$ cat config.mk
export PLATFORM = sky130hd
export DESIGN_NAME = axi_rd_decoder
export DESIGN_NICKNAME = d
export VERILOG_FILES = /design/src/rtl/axi_rd_decoder.sv
export SDC_FILE = /design/constraint.sdc
export NUM_CORES = 1
export LEC_CHECK = 0
export CAP_MARGIN = 20
export CELL_PAD_IN_SITES_DETAIL_PLACEMENT = 0
export CELL_PAD_IN_SITES_GLOBAL_PLACEMENT = 1
export CORE_AREA = 2 2 85 87
export CTS_CLUSTER_SIZE = 8
export DETAILED_ROUTE_END_ITERATION = 16
export DIE_AREA = 0 0 87 89
export PLACE_DENSITY_LB_ADDON = 0.1
export SLEW_MARGIN = 10
export SYNTH_ARGS = -nofsm -noshare
export SYNTH_HDL_FRONTEND = slang
export SYNTH_SLANG_ARGS = --single-unit
$ cat constraint.sdc
create_clock -name axi_clk -period 7.05 [get_ports axi_clk]
set_input_delay 1.0575 -clock axi_clk [delete_from_list [all_inputs] [get_ports axi_clk]]
set_output_delay 1.0575 -clock axi_clk [all_outputs]
set_load 0.02 [all_outputs]
$ cat src/rtl/axi_rd_decoder.sv
// AXI-Lite read-path address decoder: one manager fans out to NUM_S
// subordinates. The top address bits select the target. A FIFO of routing
// tokens returns R beats to the manager strictly in issue order. Addresses
// beyond the last subordinate are absorbed locally and answered with DECERR.
module axi_rd_decoder #(
    parameter int NUM_S           = 3,
    parameter int ADDR_WIDTH      = 20,
    parameter int DATA_WIDTH      = 16,
    parameter int MAX_OUTSTANDING = 4
) (
    input  logic                        axi_clk,
    input  logic                        axi_reset,
    // manager side
    input  logic [ADDR_WIDTH-1:0]       m_araddr,
    input  logic                        m_arvalid,
    output logic                        m_arready,
    output logic [DATA_WIDTH-1:0]       m_rdata,
    output logic [1:0]                  m_rresp,
    output logic                        m_rvalid,
    input  logic                        m_rready,
    // subordinate side
    output logic [ADDR_WIDTH-1:0]       s_araddr,
    output logic [NUM_S-1:0]            s_arvalid,
    input  logic [NUM_S-1:0]            s_arready,
    input  logic [NUM_S*DATA_WIDTH-1:0] s_rdata,
    input  logic [NUM_S*2-1:0]          s_rresp,
    input  logic [NUM_S-1:0]            s_rvalid,
    output logic [NUM_S-1:0]            s_rready
);

    localparam int SEL_W = (NUM_S > 1) ? $clog2(NUM_S) : 1;
    localparam int T_W   = $clog2(NUM_S + 1);
    localparam int PTR_W = $clog2(MAX_OUTSTANDING);
    localparam int CNT_W = PTR_W + 1;

    // Token value reserved for "no subordinate": the R side fabricates DECERR.
    localparam logic [T_W-1:0]   ERR_TOK   = T_W'(NUM_S);
    localparam logic [CNT_W-1:0] FULL_CNT  = CNT_W'(MAX_OUTSTANDING);
    localparam logic [SEL_W:0]   NUM_S_EXT = (SEL_W + 1)'(NUM_S);
    localparam logic [1:0]       RESP_DECERR = 2'b11;

    // ------------------------------------------------------------------
    // Token FIFO state
    // ------------------------------------------------------------------
    logic [T_W-1:0]   r_tok_mem [MAX_OUTSTANDING];
    logic [PTR_W-1:0] r_wptr;
    logic [PTR_W-1:0] r_rptr;
    logic [CNT_W-1:0] r_count;

    logic             w_full;
    logic             w_empty;
    logic             w_push;
    logic             w_pop;
    logic [T_W-1:0]   w_push_tok;
    logic [T_W-1:0]   w_head_tok;
    logic             w_head_err;

    // ------------------------------------------------------------------
    // Decode
    // ------------------------------------------------------------------
    logic [SEL_W-1:0] w_sel;
    logic             w_routed;
    logic [NUM_S-1:0] w_ar_hit;
    logic [NUM_S-1:0] w_r_hit;
    logic             w_tgt_ready;

    logic [DATA_WIDTH-1:0] w_rdata_sl [NUM_S];
    logic [1:0]            w_rresp_sl [NUM_S];

    assign w_sel    = m_araddr[ADDR_WIDTH-1 -: SEL_W];
    assign w_routed = ({1'b0, w_sel} < NUM_S_EXT);

    // The count is cleared asynchronously, so it already reads empty during
    // reset. Gating with axi_reset as well keeps the R outputs quiet even if
    // the clear were ever made synchronous.
    assign w_full  = (r_count == FULL_CNT);
    assign w_empty = (r_count == '0) | axi_reset;

    assign w_head_tok = r_tok_mem[r_rptr];
    assign w_head_err = ~w_empty & (w_head_tok == ERR_TOK);

    // The address is a plain broadcast. Only the valid bits are steered.
    assign s_araddr = m_araddr;

    genvar gi;
    generate
        for (gi = 0; gi < NUM_S; gi++) begin : g_sub
            localparam logic [SEL_W-1:0] SEL_IDX = SEL_W'(gi);
            localparam logic [T_W-1:0]   TOK_IDX = T_W'(gi);

            // AR side. Valid is built from manager valid and FIFO space only,
            // so it never waits on the subordinate's ready.
            assign w_ar_hit[gi]  = w_routed & (w_sel == SEL_IDX);
            assign s_arvalid[gi] = w_ar_hit[gi] & m_arvalid & ~w_full & ~axi_reset;

            // R side. Only the subordinate named by the FIFO head is listened
            // to. Beats from the others stay pending on their own ports.
            assign w_r_hit[gi]  = ~w_empty & (w_head_tok == TOK_IDX);
            assign s_rready[gi] = w_r_hit[gi] & m_rready;

            assign w_rdata_sl[gi] = s_rdata[gi*DATA_WIDTH +: DATA_WIDTH];
            assign w_rresp_sl[gi] = s_rresp[gi*2 +: 2];
        end
    endgenerate

    assign w_tgt_ready = |(w_ar_hit & s_arready);

    // Unmapped addresses are swallowed immediately. Mapped ones complete
    // when the chosen subordinate is ready. Nothing is accepted while full,
    // even if the head pops in the same cycle.
    assign m_arready = ~axi_reset & ~w_full & (w_routed ? w_tgt_ready : 1'b1);

    assign w_push_tok = w_routed ? T_W'(w_sel) : ERR_TOK;
    assign w_push     = m_arvalid & m_arready;

    // A DECERR head is always valid. A routed head mirrors its subordinate.
    assign m_rvalid = w_head_err | (|(w_r_hit & s_rvalid));
    assign w_pop    = m_rvalid & m_rready;

    // Return-data mux: the selected slice, fixed DECERR, or all zeros when idle.
    always_comb begin
        m_rdata = '0;
        m_rresp = '0;
        for (int i = 0; i < NUM_S; i++) begin
            if (w_r_hit[i]) begin
                m_rdata = w_rdata_sl[i];
                m_rresp = w_rresp_sl[i];
            end
        end
        if (w_head_err) begin
            m_rdata = '0;
            m_rresp = RESP_DECERR;
        end
    end

    // Token storage. It needs no reset because the pointers and count define
    // which entries are live.
    always_ff @(posedge axi_clk) begin
        if (w_push) begin
            r_tok_mem[r_wptr] <= w_push_tok;
        end
    end

    // Pointer and occupancy tracking. Reset drops every outstanding token
    // at once. The pointers wrap naturally because the depth is a power of two.
    always_ff @(posedge axi_clk or posedge axi_reset) begin
        if (axi_reset) begin
            r_wptr  <= '0;
            r_rptr  <= '0;
            r_count <= '0;
        end else begin
            if (w_push) begin
                r_wptr <= r_wptr + PTR_W'(1);
            end
            if (w_pop) begin
                r_rptr <= r_rptr + PTR_W'(1);
            end
            case ({w_push, w_pop})
                2'b10:   r_count <= r_count + CNT_W'(1);
                2'b01:   r_count <= r_count - CNT_W'(1);
                default: r_count <= r_count;
            endcase
        end
    end

endmodule

# == Word level (Yosys, flattened, before mapping) ==
# Memories as Yosys holds them, arrays and structs flattened.
# Cells that the tools add are included.
# totals
input_bits,84
mem_bits_rw,8
reg_bits,7
wordCells,66
mem_count,1
out_inout_bits,46
# memory_table
memory,depth,width,read_ports,rd_ports_with_merged_regs,wr,line_no,source
r_tok_mem,4,2,1,0,1,45,logic [T_W-1:0] r_tok_mem [MAX_OUTSTANDING];
# op_classes
n_lt_le_gt_ge,1
bitwise_logic,30
reduce_logical,6
addsub,4
eq_ne,8
n_mux,13
# ops
operator,n
2-to-1 mux 16 bit,4
AND 1 bit,23
2-to-1 mux 2 bit,5
== test 2 bit (second input constant),4
AND 3 bit,2
== test 2 x 1 -> 1 bit (second input constant),3
case mux 3 bit (2 select lines),1
OR reduction 3 bit,2
adder 2 x 1 -> 2 bit (second input constant),2
logical NOT 2 bit,2
adder 3 x 1 -> 3 bit (second input constant),1
== test 3 bit (second input constant),1
logical NOT 3 bit,1
2-to-1 mux 1 bit,3
inverter 1 bit,3
subtractor 3 x 1 -> 3 bit (second input constant),1
less-than comparator 2 bit (second input constant),1
bitwise OR 1 bit,2
nonzero test 2 bit,1

# == Logic depth before layout (Yosys ltp) ==
# Gate-level depths: netlist of the first run.
# depth
ltp_word,10
ltp_mapped,11

# == Least setup slack after synthesis of the first run ==
# OpenSTA, ideal clock, no wires.
# synth_path
kind,input -> output
from,input axi_reset
to,output m_rresp[0]
slack_ps,3786
arrival_time_ps,2206
cell_stages,5
t_required_ps,5992
path_cell_list,nor2_1 clkbuf_1 clkbuf_1 o21ai_0 a21oi_1
# synth_via
elab_chain_cells,7
elab_cells_between_ends,10
classes_between,mux (4); bitwise (6)
# synth_lines
element,line_no,source
from (decl),12,"input logic axi_reset,"
bitwise OR 1 bit *,77,assign w_empty = (r_count == '0) | axi_reset;
inverter 1 bit *,"80, 98",
AND 1 bit,98,assign w_r_hit[gi] = ~w_empty & (w_head_tok == TOK_IDX);
2-to-1 mux 2 bit (3 in a row),125,if (w_r_hit[i]) begin
2-to-1 mux 2 bit *,130,if (w_head_err) begin
to (decl),18,"output logic [1:0] m_rresp,"
# Every way passes the cells marked *; elsewhere a longest branch is shown, timed or not.

# == Worst setup path after layout of the first run ==
# layout_path
from,register r_rptr[0]
to,output m_rresp[0]
# layout_via
elab_chain_cells,7
elab_cells_between_ends,13
classes_between,eq/ne (3); mux (4); bitwise (4); reduce/logical (1); memory (1)
# layout_lines
element,line_no,source
from (decl),47,logic [PTR_W-1:0] r_rptr;
from (signal assigned),156,r_rptr <= r_rptr + PTR_W'(1);
memory read (4 x 2 bit) *,--,
logical NOT 2 bit,98,
AND 1 bit,98,
2-to-1 mux 2 bit (3 in a row),125,
2-to-1 mux 2 bit *,130,
# Marks and branches as above.

==> results of run 1 <==
-- kinds of logic (layout without fill, tap and decap cells) --
family                   after synthesis  count (layout)  synth area share, %
flip-flops                            15              15                 27.1
adder cells (fa/ha/maj)                6               6                 5.38
AND/OR/NAND/NOR                       48              48                 15.6
buffers and inverters                 40             107                 16.1
XOR/XNOR                               5               5                 2.86
AO/OA/AOI/OAI                         26              26                 11.4
multiplexers                          28              28                 21.5
-- metrics by stage --
step	hold WS [ns]	cells	utilization, %
floorplan	0.457	168	-
global placement	0.476	311	35.1
detailed placement	0.474	311	35.1
CTS	0.486	315	35.8
global route	0.530	315	35.8
finish	0.482	315	35.8
-- critical path, stage by stage (launching register included) --
cell and delay (ns):
dfrtp_1 0.50, mux4_2 0.88, nand2b_1 0.65, o21ai_0 0.17
a21oi_1 0.17, clkdlybuf4s50_1 0.64
-- power groups by stage --
stage | Clock [µW] | Sequential, µW | Combinational [µW]
finish | 67.0 | 149 | 470
global route | 72.1 | 156 | 516
floorplan | 0 | 132 | 344
global placement | 0 | 151 | 479
detailed placement | 0 | 151 | 478
CTS | 69.5 | 150 | 479
-- metal layers --
layer | GRT usage (%) | vias to the layer above | share of wire (%)
met3 | 2.59 | 4 | 11
met2 | 20.2 | 83 | 46
li1 | - | 707 | -
met4 | 2.56 | 0 | 0.56
met5 | 0 | - | 0
met1 | 13.7 | 655 | 41
-- worst min-delay path by stage --
| stage | end | slack (ns) | cells after the start |
|---|---|---|---|
| 2_1_floorplan | r_count[2] | 0.46 | 1 |
| 4_1_cts | r_count[2] | 0.49 | 1 |
| 5_1_grt | r_count[2] | 0.53 | 1 |
| 3_5_place_dp | r_count[2] | 0.47 | 1 |
| 3_3_place_gp | r_count[2] | 0.48 | 1 |
| 6_report | r_count[2] | 0.48 | 1 |
-- registers in the layout (all words and copies together) (netlist names) --
| register | cells |
|---|---|
| r_count | 3 |
| r_rptr | 2 |
| r_tok_mem | 8 |
| r_wptr | 2 |
-- layout make-up --
class | instances | area [µm²]
fillers | 693 | 4320
multi-input cells | 113 | 871
clock buffers | 4 | 45.0
inverters | 9 | 33.8
well taps | 80 | 100
repair buffers | 94 | 938
flip-flops and latches | 15 | 415
-- cell usage in the layout (no fill, tap or decap), types with 3 or more instances in the layout --
cell,synthesis,final
nor3_1,4,4
inv_1,9,9
or2b_2,4,4
and2_1,4,4
mux2i_1,21,21
clkdlybuf4s50_1,0,93
nand2_1,20,20
dfrtp_1,7,7
nand2b_1,3,3
o22ai_1,17,17
ha_1,5,5
clkbuf_8,1,3
mux2_2,3,3
edfxtp_1,8,8
nor2_1,8,8
xnor2_1,3,3
==> run_results.csv, run 1 <==
group,metric,value,unit
outcome,result_of_the_run,"complete, no violations",
timing,fin_crit,4.32,ns
timing,rsz0062_at_grt,"no",
timing,hold_violations,0,
timing,timing.max_slew.rel_slack,52.0,%
cts,cts.hold.buffers_added,0,
worst_setup_path,worstSetupEndpointType,"output pin",
hold_path,hold_start,"r_count[2]",
worst_setup_path,regToRegSetupSlack,4.24,ns
worst_setup_path,worstSetupEndpoint,"m_rresp[0]",
drt,ant_nets,0,
timing,timing.final.max_slew_violations,0,
yosys,synth-seq-cells,15,
drt,dr.first_iter.drc_count,20,
power,power.leakage,0.000951,µW
die,design.die.area,0.00774,mm²
drt,drt-total-wl,4.83,mm
cts,clockBufferDepth,2,
yosys,netlist_top_cells_area,"edfxtp_1 16%, mux2i_1 14%, dfrtp_1 11%, buf_4 9.8%, o22ai_1 6.9%",
global_routing,grt_overflow,0,
worst_setup_path,setup.worst_path.class,"reg -> out",
timing,layout_worst_path_cycle_share,61.3,%
place,pre_cts_ws,2.74,ns
global_routing,vias_in_the_first_global_route,1391,
yosys,synth-edff-count,8,
die,num_rows,30,
power,max-vdd-ir-drop,146,µV
cts,cts_made_buffers,3,
yosys,asyncSetResetFlopFracSynth,46.7,%
die,die-height,89,µm
yosys,ys_seq_area_share,27.1,%
drt,drc_errors,0,
worst_setup_path,launch_point_of_the_worst_reg_to_reg_path,"r_rptr[0]",
cts,post_cts_resize_count,0,
global_routing,antenna_violations_before_repair,0,
timing,worst-slew-pin-transition,0.720,ns
cells_and_area,finalInstanceArea,0.00240,mm²
cts,post_cts_setup_repair_bufs,0,
cells_and_area,area_growth,56.7,%
cts,clock_network_latency_to_the_later_pin_of_the_worst_skew_pair,0.24,ns
global_routing,groute.usage.overall,11.3,%
drt,wl_per_cell,15.3,µm
worst_setup_path,setup.worst_path.start,"r_rptr[0]",
die,core_area,0.00672,mm²
worst_setup_path,top_fanout_value_on_the_critical_path,24,
cts,clock_sinks,15,
power,power.internal,390,µW
place,port-buffer-count,93,
yosys,most_common_cell_in_the_netlist,"mux2i_1",
cts,cts_tree,"yes",
global_routing,maximum_number_of_pins_on_one_net_before_global_route_repair,25,
cts,clock_tree.htree_level_count,1,
yosys,post-synth-top-area-cell,"edfxtp_1",
yosys,synthesis.area_per_instance,9.13,µm²
yosys,number_of_distinct_library_cell_variants_in_the_gate_level_netlist_after_synthesis,35,
yosys,yosysWarnings,0,
power,net_switching_power_of_the_design,296,µW
cts,clkSlewWorstSetupHoldPaths,0.06,ns
cells_and_area,final_net_count,326,
worst_setup_path,worstPathRequired,5.99,ns
timing,setup_viol_count_final,0,
timing,max_freq,231,MHz
timing,final.setup.tns,0,ns
yosys,synth_commonest_cells,"21 x mux2i_1, 20 x buf_4, 20 x nand2_1",
job,drv.max_cap_violation_count,0,
drt,avgViaCountPerCell,4.60,
yosys,synth_area,0.00153,mm²
power,power.density,285,mW/mm²
place,placed_wire_length_estimate_after_detailed_placement,3.93,mm
worst_setup_path,timing.critical_path.arrival,3.26,ns
die,start_util,22.8,%
cells_and_area,layout-drive-gt1-share,6.81,%
yosys,synth_cells,168,
yosys,synthesis.nets,258,
power,share_comb_of_total_power,68.5,%
timing,final.setup_skew,0.00493,ns
drt,drt_first_pass_iters,3,
hold_path,hold_class,"reg -> reg",
place,place_congestion,0.670,
worst_setup_path,setup.worst_path.start_class,"flip-flop",
yosys,synth_top_area_share,15.7,%
die,num_io_pins,130,
power,clock_power_share,9.8,%
cells_and_area,antenna_cells_inserted,0,
timing,setup_slack,2.73,ns
power,sequentialPowerShare,21.7,%
worst_setup_path,end_of_the_worst_register_to_register_path,"r_count[2]",
drt,routed-via-count,1449,
power,total_power,686,µW
place,place_area,0.00236,mm²
worst_setup_path,rr_worst_depth,9,
die,chipWidth,87,µm
global_routing,grt_first_pass_wirelength,6.94,mm
yosys,synth_top_flop_cell,"edfxtp_1",
power,power.share.switching,43.2,%
cts,cts_root_buf,"clkbuf_8",
(Power assumes the default switching activity.)
==> inputs of run 2 (changes only) <==
--- a/config.mk
+++ b/config.mk
@@ -8,10 +8,10 @@
 export CAP_MARGIN = 20
 export CELL_PAD_IN_SITES_DETAIL_PLACEMENT = 0
 export CELL_PAD_IN_SITES_GLOBAL_PLACEMENT = 1
-export CORE_AREA = 2 2 85 87
+export CORE_AREA = 2 2 87 89
 export CTS_CLUSTER_SIZE = 8
 export DETAILED_ROUTE_END_ITERATION = 16
-export DIE_AREA = 0 0 87 89
+export DIE_AREA = 0 0 89 91
 export PLACE_DENSITY_LB_ADDON = 0.1
 export SLEW_MARGIN = 10
 export SYNTH_ARGS = -nofsm -noshare
==> constraint.sdc (replaced) <==
create_clock -name axi_clk -period 4.2 [get_ports axi_clk]
set_input_delay 0.63 -clock axi_clk [delete_from_list [all_inputs] [get_ports axi_clk]]
set_output_delay 0.63 -clock axi_clk [all_outputs]
set_load 0.02 [all_outputs]
==> run_results.csv, run 2 (same netlist as run 1, synthesis figures left out) <==
group,metric,value,unit
place,placed_wire_length_estimate_after_detailed_placement,4.01,mm
drt,dr_wl_met2,2.24,mm
worst_setup_path,setup.worst_path.class,"reg -> out",
timing,setup_viol_count_final,0,
worst_setup_path,launch_point_of_the_worst_reg_to_reg_path,"r_rptr[0]",
outcome,result_of_the_run,"complete, no violations",
global_routing,vias_in_the_first_global_route,1455,
timing,timing.final.max_slew_violations,0,
cts,clock_network_latency_to_the_later_pin_of_the_worst_skew_pair,0.24,ns
timing,rsz0062_at_grt,"no",
timing,worst-slew-pin-transition,0.720,ns
cells_and_area,area_growth,59.0,%
global_routing,grt_overflow,0,
place,pre_cts_ws,0.806,ns
hold_path,hold_depth,1,
worst_setup_path,crit_path_cell_trace,"mux4_2 > nand2b_1 > o22ai_1 > clkdlybuf4s50_1",
timing,max_freq,278,MHz
worst_setup_path,top_fanout_value_on_the_critical_path,18,
worst_setup_path,worstPathRequired,3.57,ns
drt,drc_errors,0,
die,num_io_pins,130,
cts,clock_tree.htree_level_count,1,
drt,ant_nets,0,
cts,clock_sinks,15,
global_routing,antenna_violations_before_repair,0,
job,drv.max_cap_violation_count,0,
worst_setup_path,timing.critical_path.arrival,2.96,ns
cells_and_area,largest_reg_flops,8,
drt,dr.first_iter.drc_count,26,
die,design.die.area,0.00810,mm²
drt,drt_first_pass_iters,4,
power,power.density,477,mW/mm²
global_routing,maximum_number_of_pins_on_one_net_before_global_route_repair,20,
cts,clockBufferDepth,2,
cells_and_area,antenna_cells_inserted,0,
power,max-vdd-ir-drop,172,µV
worst_setup_path,worstSetupEndpointType,"output pin",
worst_setup_path,end_of_the_worst_register_to_register_path,"r_count[2]",
worst_setup_path,setup.worst_path.start_class,"flip-flop",
hold_path,min_delay_worst_endpoint,"r_count[2]",
die,chipWidth,89,µm
place,port-buffer-count,93,
cts,cts_made_buffers,3,
drt,routed-via-count,1451,
cells_and_area,layout-drive-gt1-share,7.63,%
global_routing,grt_first_pass_wirelength,7.21,mm
timing,layout_worst_path_cycle_share,85.5,%
hold_path,hold_start,"r_count[2]",
cells_and_area,registers.top_by_ff_count,"r_tok_mem",
cells_and_area,final_net_count,327,
timing,setup_slack,0.609,ns
drt,avgViaCountPerCell,4.33,
die,core_area,0.00714,mm²
die,start_util,21.5,%
die,die-height,91,µm
cts,clkSlewWorstSetupHoldPaths,0.06,ns
place,place_congestion,0.683,
worst_setup_path,max_stage_delay_on_crit_path,0.72,ns
drt,wl_per_cell,14.5,µm
cells_and_area,largest_registers,"r_tok_mem x8, r_count x3",
timing,timing.max_slew.rel_slack,52.0,%
cts,post_cts_setup_repair_bufs,0,
worst_setup_path,cp_slowest_cell,"mux4_2",
timing,fin_crit,3.59,ns
drt,route.layer.met1.wl,2.08,mm
cts,cts.hold.buffers_added,0,
cts,cts_tree,"yes",
worst_setup_path,regToRegSetupSlack,1.50,ns
worst_setup_path,rr_worst_depth,10,
timing,final.setup_skew,0.00221,ns
drt,routed.top_layer,"met4",
cts,cts_root_buf,"clkbuf_8",
timing,final.setup.tns,0,ns
cells_and_area,layout_common_cells,"93 x clkdlybuf4s50_1, 21 x mux2i_1, 20 x nand2_1",
cts,post_cts_resize_count,0,
drt,drt-total-wl,4.87,mm
global_routing,groute.usage.overall,11.2,%
cells_and_area,most_frequent_standard_cell_in_the_layout_excluding_fill_and_tap_cells,"clkdlybuf4s50_1",
drt,met3_routed_length,521,µm
timing,hold_violations,0,
die,num_rows,31,
hold_path,hold_class,"reg -> reg",
power,power.leakage,0.000954,µW
-- run 2: where the power goes --
part / internal [µW] / total, µW / switching (µW)
combinational: 395 / 799 / 404
sequential: 197 / 247 / 50.1
clock: 66.5 / 117 / 50.9
-- run 2: layer usage --
layer / GRT usage, % / vias to the layer above
li1: - / 706
met1: 13.9 / 672
met2: 19.9 / 67
met3: 2.45 / 6
met4: 2.11 / 0
met5: 0 / -
-- run 2: stage by stage --
step           utilization, %  area [µm²]  instances  hold slack [ns]  total power [µW]
3_5_place_dp             33.5        2390        331            0.485              1060
5_1_grt                  34.2        2440        335            0.532              1260
2_1_floorplan               -        1530        168            0.449               800
4_1_cts                  34.2        2440        335            0.497              1180
6_report                 34.2        2440        335            0.496              1160
3_3_place_gp             33.5        2390        331            0.496              1070
-- run 2: critical path: cells and delay by family, from the launching register on --
kind / cells / cell delay, ns
simple gates: 1 / 0.54
mux: 1 / 0.72
compound gates: 1 / 0.29
buf+inv: 1 / 0.64
flops: 1 / 0.51
-- run 2: area by class of cell --
cell class	count	area (µm²)
clock buffer	3	41.3
inverter	9	33.8
multi-input combinational	113	871
sequential	15	415
tap	99	124
timing repair buffer	95	946
clock inverter	1	7.51
fill	775	4700
-- run 2: worst max-delay path by stage --
stage	start	end	slack [ns]	cells after the start
after floorplan	r_rptr[0]	m_rvalid	1.63	5
after global placement	axi_reset	m_rdata[15]	0.78	5
after detailed placement	r_rptr[0]	m_rdata[15]	0.81	4
after CTS	r_rptr[0]	m_rdata[15]	0.53	4
after global routing	r_rptr[0]	m_rdata[0]	0.38	4
final	r_rptr[0]	m_rdata[15]	0.61	4
